<file path="src/rtl/regfile_sb_if.sv">
// Register-file bus: write port, read ports, reservation scoreboard handshake.
//   we/wa/wd        write enable, address, data
//   ra/rd/rbusy     packed read addresses, read data, per-port busy flags
//   rsv_valid/rsv_addr/rsv_ready  reservation request and acceptance
//   flush           clear all reservations
//   pend_count      registered number of pending entries
interface regfile_sb_if #(
   parameter int unsigned DWIDTH = 32,
   parameter int unsigned AWIDTH = 5,
   parameter int unsigned NREAD  = 2
) ();
   logic                      we;
   logic [AWIDTH-1:0]         wa;
   logic [DWIDTH-1:0]         wd;
   logic [NREAD*AWIDTH-1:0]   ra;
   logic [NREAD*DWIDTH-1:0]   rd;
   logic [NREAD-1:0]          rbusy;
   logic                      rsv_valid;
   logic [AWIDTH-1:0]         rsv_addr;
   logic                      rsv_ready;
   logic                      flush;
   logic [AWIDTH:0]           pend_count;

   modport master (
      output we, wa, wd, ra, rsv_valid, rsv_addr, flush,
      input  rd, rbusy, rsv_ready, pend_count
   );

   modport slave (
      input  we, wa, wd, ra, rsv_valid, rsv_addr, flush,
      output rd, rbusy, rsv_ready, pend_count
   );
endinterface

</file>
<file path="src/rtl/regfile_sb.sv">
// Register file with N combinational read ports, one write port, optional
// hardwired-zero entry 0, optional write-to-read bypass and a per-entry
// pending-write scoreboard.
//   clk    rising-edge clock
//   rst_n  asynchronous active-low reset (clears data and reservations)
//   bus    regfile_sb_if.slave: write port, read ports with busy flags,
//          reservation handshake, flush and pending-entry count
module regfile_sb #(
   parameter int unsigned DWIDTH   = 32,
   parameter int unsigned AWIDTH   = 5,
   parameter int unsigned DEPTH    = 32,
   parameter int unsigned NREAD    = 2,
   parameter bit          ZERO_REG = 1'b1,
   parameter bit          BYPASS   = 1'b1
) (
   input logic         clk,
   input logic         rst_n,
   regfile_sb_if.slave bus
);

   localparam int unsigned IW = (DEPTH > 1) ? $clog2(DEPTH) : 1;
   localparam int unsigned CW = AWIDTH + 1;

   logic [DWIDTH-1:0] mem_q [DEPTH];
   logic [DEPTH-1:0]  pend_q, pend_d;
   logic [CW-1:0]     pend_count_q, pend_count_d;

   logic              wv_c;
   logic              rsv_ready_c;
   logic              rsv_set_c;
   logic [IW-1:0]     widx;
   logic [IW-1:0]     sidx;

   function automatic logic in_range(input logic [AWIDTH-1:0] a);
      return 32'(a) < DEPTH;
   endfunction

   function automatic logic is_zero(input logic [AWIDTH-1:0] a);
      return ZERO_REG && (a == '0);
   endfunction

   assign widx = IW'(bus.wa);
   assign sidx = IW'(bus.rsv_addr);

   // Writes to entry 0 (when hardwired) or past DEPTH are dropped entirely.
   assign wv_c = bus.we && in_range(bus.wa) && !is_zero(bus.wa);

   // WAW stall: a pending entry is not re-reservable until written.
   assign rsv_ready_c = !bus.flush && in_range(bus.rsv_addr) && !pend_q[sidx];

   // Reserving the zero register is accepted but leaves no trace.
   assign rsv_set_c = bus.rsv_valid && rsv_ready_c && !is_zero(bus.rsv_addr);

   // Next pending set: write clears, reservation then overrides, flush wins.
   always_comb begin
      pend_d       = pend_q;
      pend_count_d = '0;
      if (wv_c)      pend_d[widx] = 1'b0;
      if (rsv_set_c) pend_d[sidx] = 1'b1;
      if (bus.flush) pend_d       = '0;
      for (int unsigned i = 0; i < DEPTH; i++) begin
         pend_count_d = pend_count_d + CW'(pend_d[i]);
      end
   end

   // Scoreboard state.
   always_ff @(posedge clk or negedge rst_n) begin
      if (!rst_n) begin
         pend_q       <= '0;
         pend_count_q <= '0;
      end else begin
         pend_q       <= pend_d;
         pend_count_q <= pend_count_d;
      end
   end

   // Data storage.
   always_ff @(posedge clk or negedge rst_n) begin
      if (!rst_n) begin
         for (int unsigned i = 0; i < DEPTH; i++) mem_q[i] <= '0;
      end else if (wv_c) begin
         mem_q[widx] <= bus.wd;
      end
   end

   // Read ports: out-of-range and zero entry read 0; bypass hides a pending
   // entry that is being written this very cycle.
   for (genvar p = 0; p < NREAD; p++) begin : g_rd
      logic [AWIDTH-1:0] a;
      logic [IW-1:0]     aidx;
      logic              hit;
      logic [DWIDTH-1:0] rd_c;
      logic              busy_c;

      assign a    = bus.ra[p*AWIDTH +: AWIDTH];
      assign aidx = IW'(a);
      assign hit  = BYPASS && wv_c && (bus.wa == a);

      always_comb begin
         rd_c   = '0;
         busy_c = 1'b0;
         if (in_range(a) && !is_zero(a)) begin
            rd_c   = hit ? bus.wd : mem_q[aidx];
            busy_c = pend_q[aidx] && !hit;
         end
      end

      assign bus.rd[p*DWIDTH +: DWIDTH] = rd_c;
      assign bus.rbusy[p]               = busy_c;
   end

   assign bus.rsv_ready  = rsv_ready_c;
   assign bus.pend_count = pend_count_q;

endmodule

</file>
<file path="src/flat_wrapper.sv">
// flat-port wrapper written by rule: the top's interface ports become plain ports
module regfile_sb_flat 
#(
   parameter int unsigned DWIDTH   = 32,
   parameter int unsigned AWIDTH   = 5,
   parameter int unsigned DEPTH    = 32,
   parameter int unsigned NREAD    = 2,
   parameter bit          ZERO_REG = 1'b1,
   parameter bit          BYPASS   = 1'b1
)
  (clk, rst_n, bus_we, bus_wa, bus_wd, bus_ra, bus_rsv_valid, bus_rsv_addr, bus_flush, bus_rd, bus_rbusy, bus_rsv_ready, bus_pend_count);
  regfile_sb_if #(.DWIDTH(DWIDTH), .AWIDTH(AWIDTH), .NREAD(NREAD)) bus_i ();
  input logic clk;
  input logic rst_n;
  input wire logic [$bits(bus_i.we)-1:0] bus_we;
  input wire logic [$bits(bus_i.wa)-1:0] bus_wa;
  input wire logic [$bits(bus_i.wd)-1:0] bus_wd;
  input wire logic [$bits(bus_i.ra)-1:0] bus_ra;
  input wire logic [$bits(bus_i.rsv_valid)-1:0] bus_rsv_valid;
  input wire logic [$bits(bus_i.rsv_addr)-1:0] bus_rsv_addr;
  input wire logic [$bits(bus_i.flush)-1:0] bus_flush;
  output wire logic [$bits(bus_i.rd)-1:0] bus_rd;
  output wire logic [$bits(bus_i.rbusy)-1:0] bus_rbusy;
  output wire logic [$bits(bus_i.rsv_ready)-1:0] bus_rsv_ready;
  output wire logic [$bits(bus_i.pend_count)-1:0] bus_pend_count;
  assign bus_i.we = bus_we;
  assign bus_i.wa = bus_wa;
  assign bus_i.wd = bus_wd;
  assign bus_i.ra = bus_ra;
  assign bus_i.rsv_valid = bus_rsv_valid;
  assign bus_i.rsv_addr = bus_rsv_addr;
  assign bus_i.flush = bus_flush;
  assign bus_rd = bus_i.rd;
  assign bus_rbusy = bus_i.rbusy;
  assign bus_rsv_ready = bus_i.rsv_ready;
  assign bus_pend_count = bus_i.pend_count;
  regfile_sb #(.DWIDTH(DWIDTH), .AWIDTH(AWIDTH), .DEPTH(DEPTH), .NREAD(NREAD), .ZERO_REG(ZERO_REG), .BYPASS(BYPASS)) u_core (.clk(clk), .rst_n(rst_n), .bus(bus_i));
endmodule
</file>
<file path="config.mk">
export PLATFORM = sky130hd
export DESIGN_NAME = regfile_sb_flat
export DESIGN_NICKNAME = d
export VERILOG_FILES = /design/src/rtl/regfile_sb_if.sv /design/src/rtl/regfile_sb.sv /design/src/flat_wrapper.sv
export SDC_FILE = /design/constraint.sdc
export NUM_CORES = 2
export LEC_CHECK = 0
export ABC_CLOCK_PERIOD_IN_PS = 7390
export CAP_MARGIN = 20
export CORE_UTILIZATION = 35
export CTS_CLUSTER_SIZE = 10
export DETAILED_ROUTE_END_ITERATION = 6
export GPL_TIMING_DRIVEN = 0
export SYNTH_ARGS = -nofsm -noshare
export SYNTH_HDL_FRONTEND = slang
export SYNTH_SLANG_ARGS = --single-unit
</file>
<file path="constraint.sdc">
create_clock -name clk -period 7.39 [get_ports clk]
set_clock_uncertainty 0.1 [all_clocks]
set_input_delay 1.478 -clock clk [delete_from_list [all_inputs] [get_ports clk]]
set_output_delay 1.478 -clock clk [all_outputs]
set_load 0.05 [all_outputs]
</file>
==> results.ini <==
[sta]
fmax_mhz = 133.1
rsz0062_at_grt = yes
setup_viol = 12
hold_slack_ns = 0.3742
final-hold-violation-count = 0
min_period_over_period_pct = 101.7
slew_violations = 0
fin_crit_ns = 7.513
slew_headroom_pct = 15.75
setup_tns_ns = -0.8187
fin_ws_ns = -0.1231
worstMarginPinSlew_ns = 1.264

[synthesis]
synthXorXnorAreaFrac_pct = 0.1945
muxShareOfSynthArea_pct = 40.64
syn_avg_cell_area_um2 = 14.03
synthCells = 4171
synth_seq_area_share_pct = 45.40
synth-edff-count = 0
synth-compound-area-share_pct = 6.321
ys_ff_latch = 1062
yosysWarningCount = 0
async_reset_ff_share_pct = 100.0
synth_area_mm2 = 0.05854
synthAdderAreaFrac_pct = 0.9918
synth_top_family_by_area = multiplexers
syn-num-nets = 4260
synth-simple-area-share_pct = 2.864
ys.flop_type = dfrtp_1
synth.distinct_cells = 61

[clock_network]
clock_sinks = 1062
tritoncts = yes
clk_pin_slew_ns = 0.06
clock_latency_ns = 0.78
cts_buffers = 120
clk_path_buf_depth = 3
cts-root-buf = clkbuf_16
cts-htree-levels = 3

[finish]
mostFrequentLayoutCells = dfrtp_1, mux2_1, mux4_2
nNetsFinal = 4570
mostFrequentLayoutCell = dfrtp_1
layout-drive-gt1-share_pct = 19.54
final_core_util_pct = 40.63
n_fill_cell = 15477
area_growth_pct = 14.92

[worst_setup_path]
r2r_slack_ns = 0.66
crit_path_start_kind = input pin
timing_worst_setup_path_type = in -> out
worst_setup_path_end_kind = output port
crit_fanout = 10
cp.required_ns = 5.81
arrival_ns = 5.94

[die]
coreArea_mm2 = 0.1655
die_area_mm2 = 0.1689
start_util_pct = 35.36
io_pins = 130
die_x_um = 411.0
num_rows = 149
fp.dieH_um = 411.0

[drt]
drt_pass1_iterations = 7
drtAntennaViolNets = 0
totalWireLength_um = 248700
wire_per_inst_um = 37.02
drt-initial-drc-count = 6046
viasPerCell = 6.474
vias = 43485
drc_errors = 4

[global_route]
grt_usage_pct = 29.12
first_global_vias = 42509
grt_pass1_wl_um = 342400
antenna_found_initial = 24
gr-total-overflow = 0
grt_max_degree = 180

[place]
gp_congestion = 1.030
io_buffers = 119
dp_hpwl_um = 184200

[outcome]
outcome = complete, but fails checks
violations = DRC, setup timing

[pwr]
power_leakage_nw = 29.24
worst_ir_drop_vdd_mv = 0.1941
power_density_mw_per_mm2 = 254.3

[job]
maxCapViolations = 0

[hold_path]
hp-class = reg -> reg

-- registers in the layout, indices dropped and copies added, names as in the netlist --
register and flops:
u_core.mem_q 1024, u_core.bus.pend_count 6, u_core.pend_q 32
-- where the power goes --
group | total (mW) | switching (mW) | leakage (nW) | internal (mW)
sequential | 7.67 | 0.791 | 13.7 | 6.88
combinational | 3.95 | 2.08 | 13.9 | 1.87
clock | 5.48 | 2.51 | 1.62 | 2.98
-- final timing paths --
path                                                           end  cells after the start                           from
worst min register to register       u_core.mem_q[998]$_DFFE_PN0P_                      1  u_core.mem_q[998]$_DFFE_PN0P_
max in group asynchronous            u_core.mem_q[330]$_DFFE_PN0P_                      5                          rst_n
worst max register to register  u_core.bus.pend_count[4]$_DFF_PN0_                     22    u_core.pend_q[26]$_DFF_PN0_
worst min-delay path                 u_core.mem_q[998]$_DFFE_PN0P_                      1  u_core.mem_q[998]$_DFFE_PN0P_
worst max-delay path                                    bus_rd[33]                     10                      bus_ra[6]
min in group asynchronous            u_core.mem_q[818]$_DFFE_PN0P_                      1                          rst_n
-- stage by stage --
stage / setup slack, ns / total power [mW] / instance area [µm²] / cells
2_1_floorplan: -0.2046 / 10.04 / 58570 / 4171
3_3_place_gp: -44.72 / 11.43 / 62500 / 6479
3_5_place_dp: -1.332 / 11.56 / 63530 / 6533
4_1_cts: 0.0004641 / 16.98 / 67000 / 6695
5_1_grt: -0.02538 / 17.62 / 67250 / 6710
6_report: -0.1231 / 17.11 / 67270 / 6717
-- Yosys cell counts, drive strengths merged, types with 43 or more instances --
cell type / count / share of area (%)
mux2: 1034 / 20
o22ai: 74 / 0.79
a221oi: 59 / 0.88
a22oi: 53 / 0.68
buf: 178 / 1.5
mux2i: 243 / 4.2
mux4: 431 / 17
a21oi: 91 / 0.78
nand3: 48 / 0.41
nand2: 130 / 0.83
dfrtp: 1062 / 45
clkbuf: 295 / 1.9
o21ai: 43 / 0.37
-- worst max-delay path, stage by stage --
cell	delay, ns
clkbuf_2	0.34
buf_2	0.50
clkbuf_2	0.49
clkbuf_1	0.95
mux4_2	0.42
o22ai_1	0.37
a21oi_1	0.08
nand3_1	0.11
nand3_1	0.33
clkdlybuf4s50_1	0.82
-- routing by layer --
layer  track usage [%]  part of all wire [%]
met4             17.21                   6.8
met3             10.55                    13
met2             41.61                    42
met5            0.5936                  0.10
met1             37.68                    38
-- final cells by class --
class / instances / area [µm²] / area share, %
multi-input cells: 2598 / 29990 / 44.59
flip-flops and latches: 1062 / 26580 / 39.51
clock buffers: 151 / 3199 / 4.756
well taps: 2189 / 2739 / 4.072
repair buffers: 192 / 2407 / 3.579
plain buffers: 469 / 2093 / 3.112
inverters: 38 / 142.6 / 0.2120
clock inverters: 9 / 97.59 / 0.1451
diodes: 9 / 22.52 / 0.03348
-- cell families (layout without fill, tap and decap cells) --
family	after synthesis	count (layout)
AO/OA/AOI/OAI	513	513
XOR/XNOR	13	13
adder cells (fa/ha/maj)	32	32
buffers and inverters	511	859
flip-flops	1062	1062
multiplexers	1708	1708
other	0	9
AND/OR/NAND/NOR	332	332
-- repair_timing --
item | CTS | global route
endpoints found under the setup margin | 69 | 30
setup buffers | 3 | 10
resized for setup | 90 | 68
hold buffers | 0 | 0
gates cloned | 0 | 1
pin swaps | 3 | 13
Note: power is estimated with default switching activity, not from simulation.
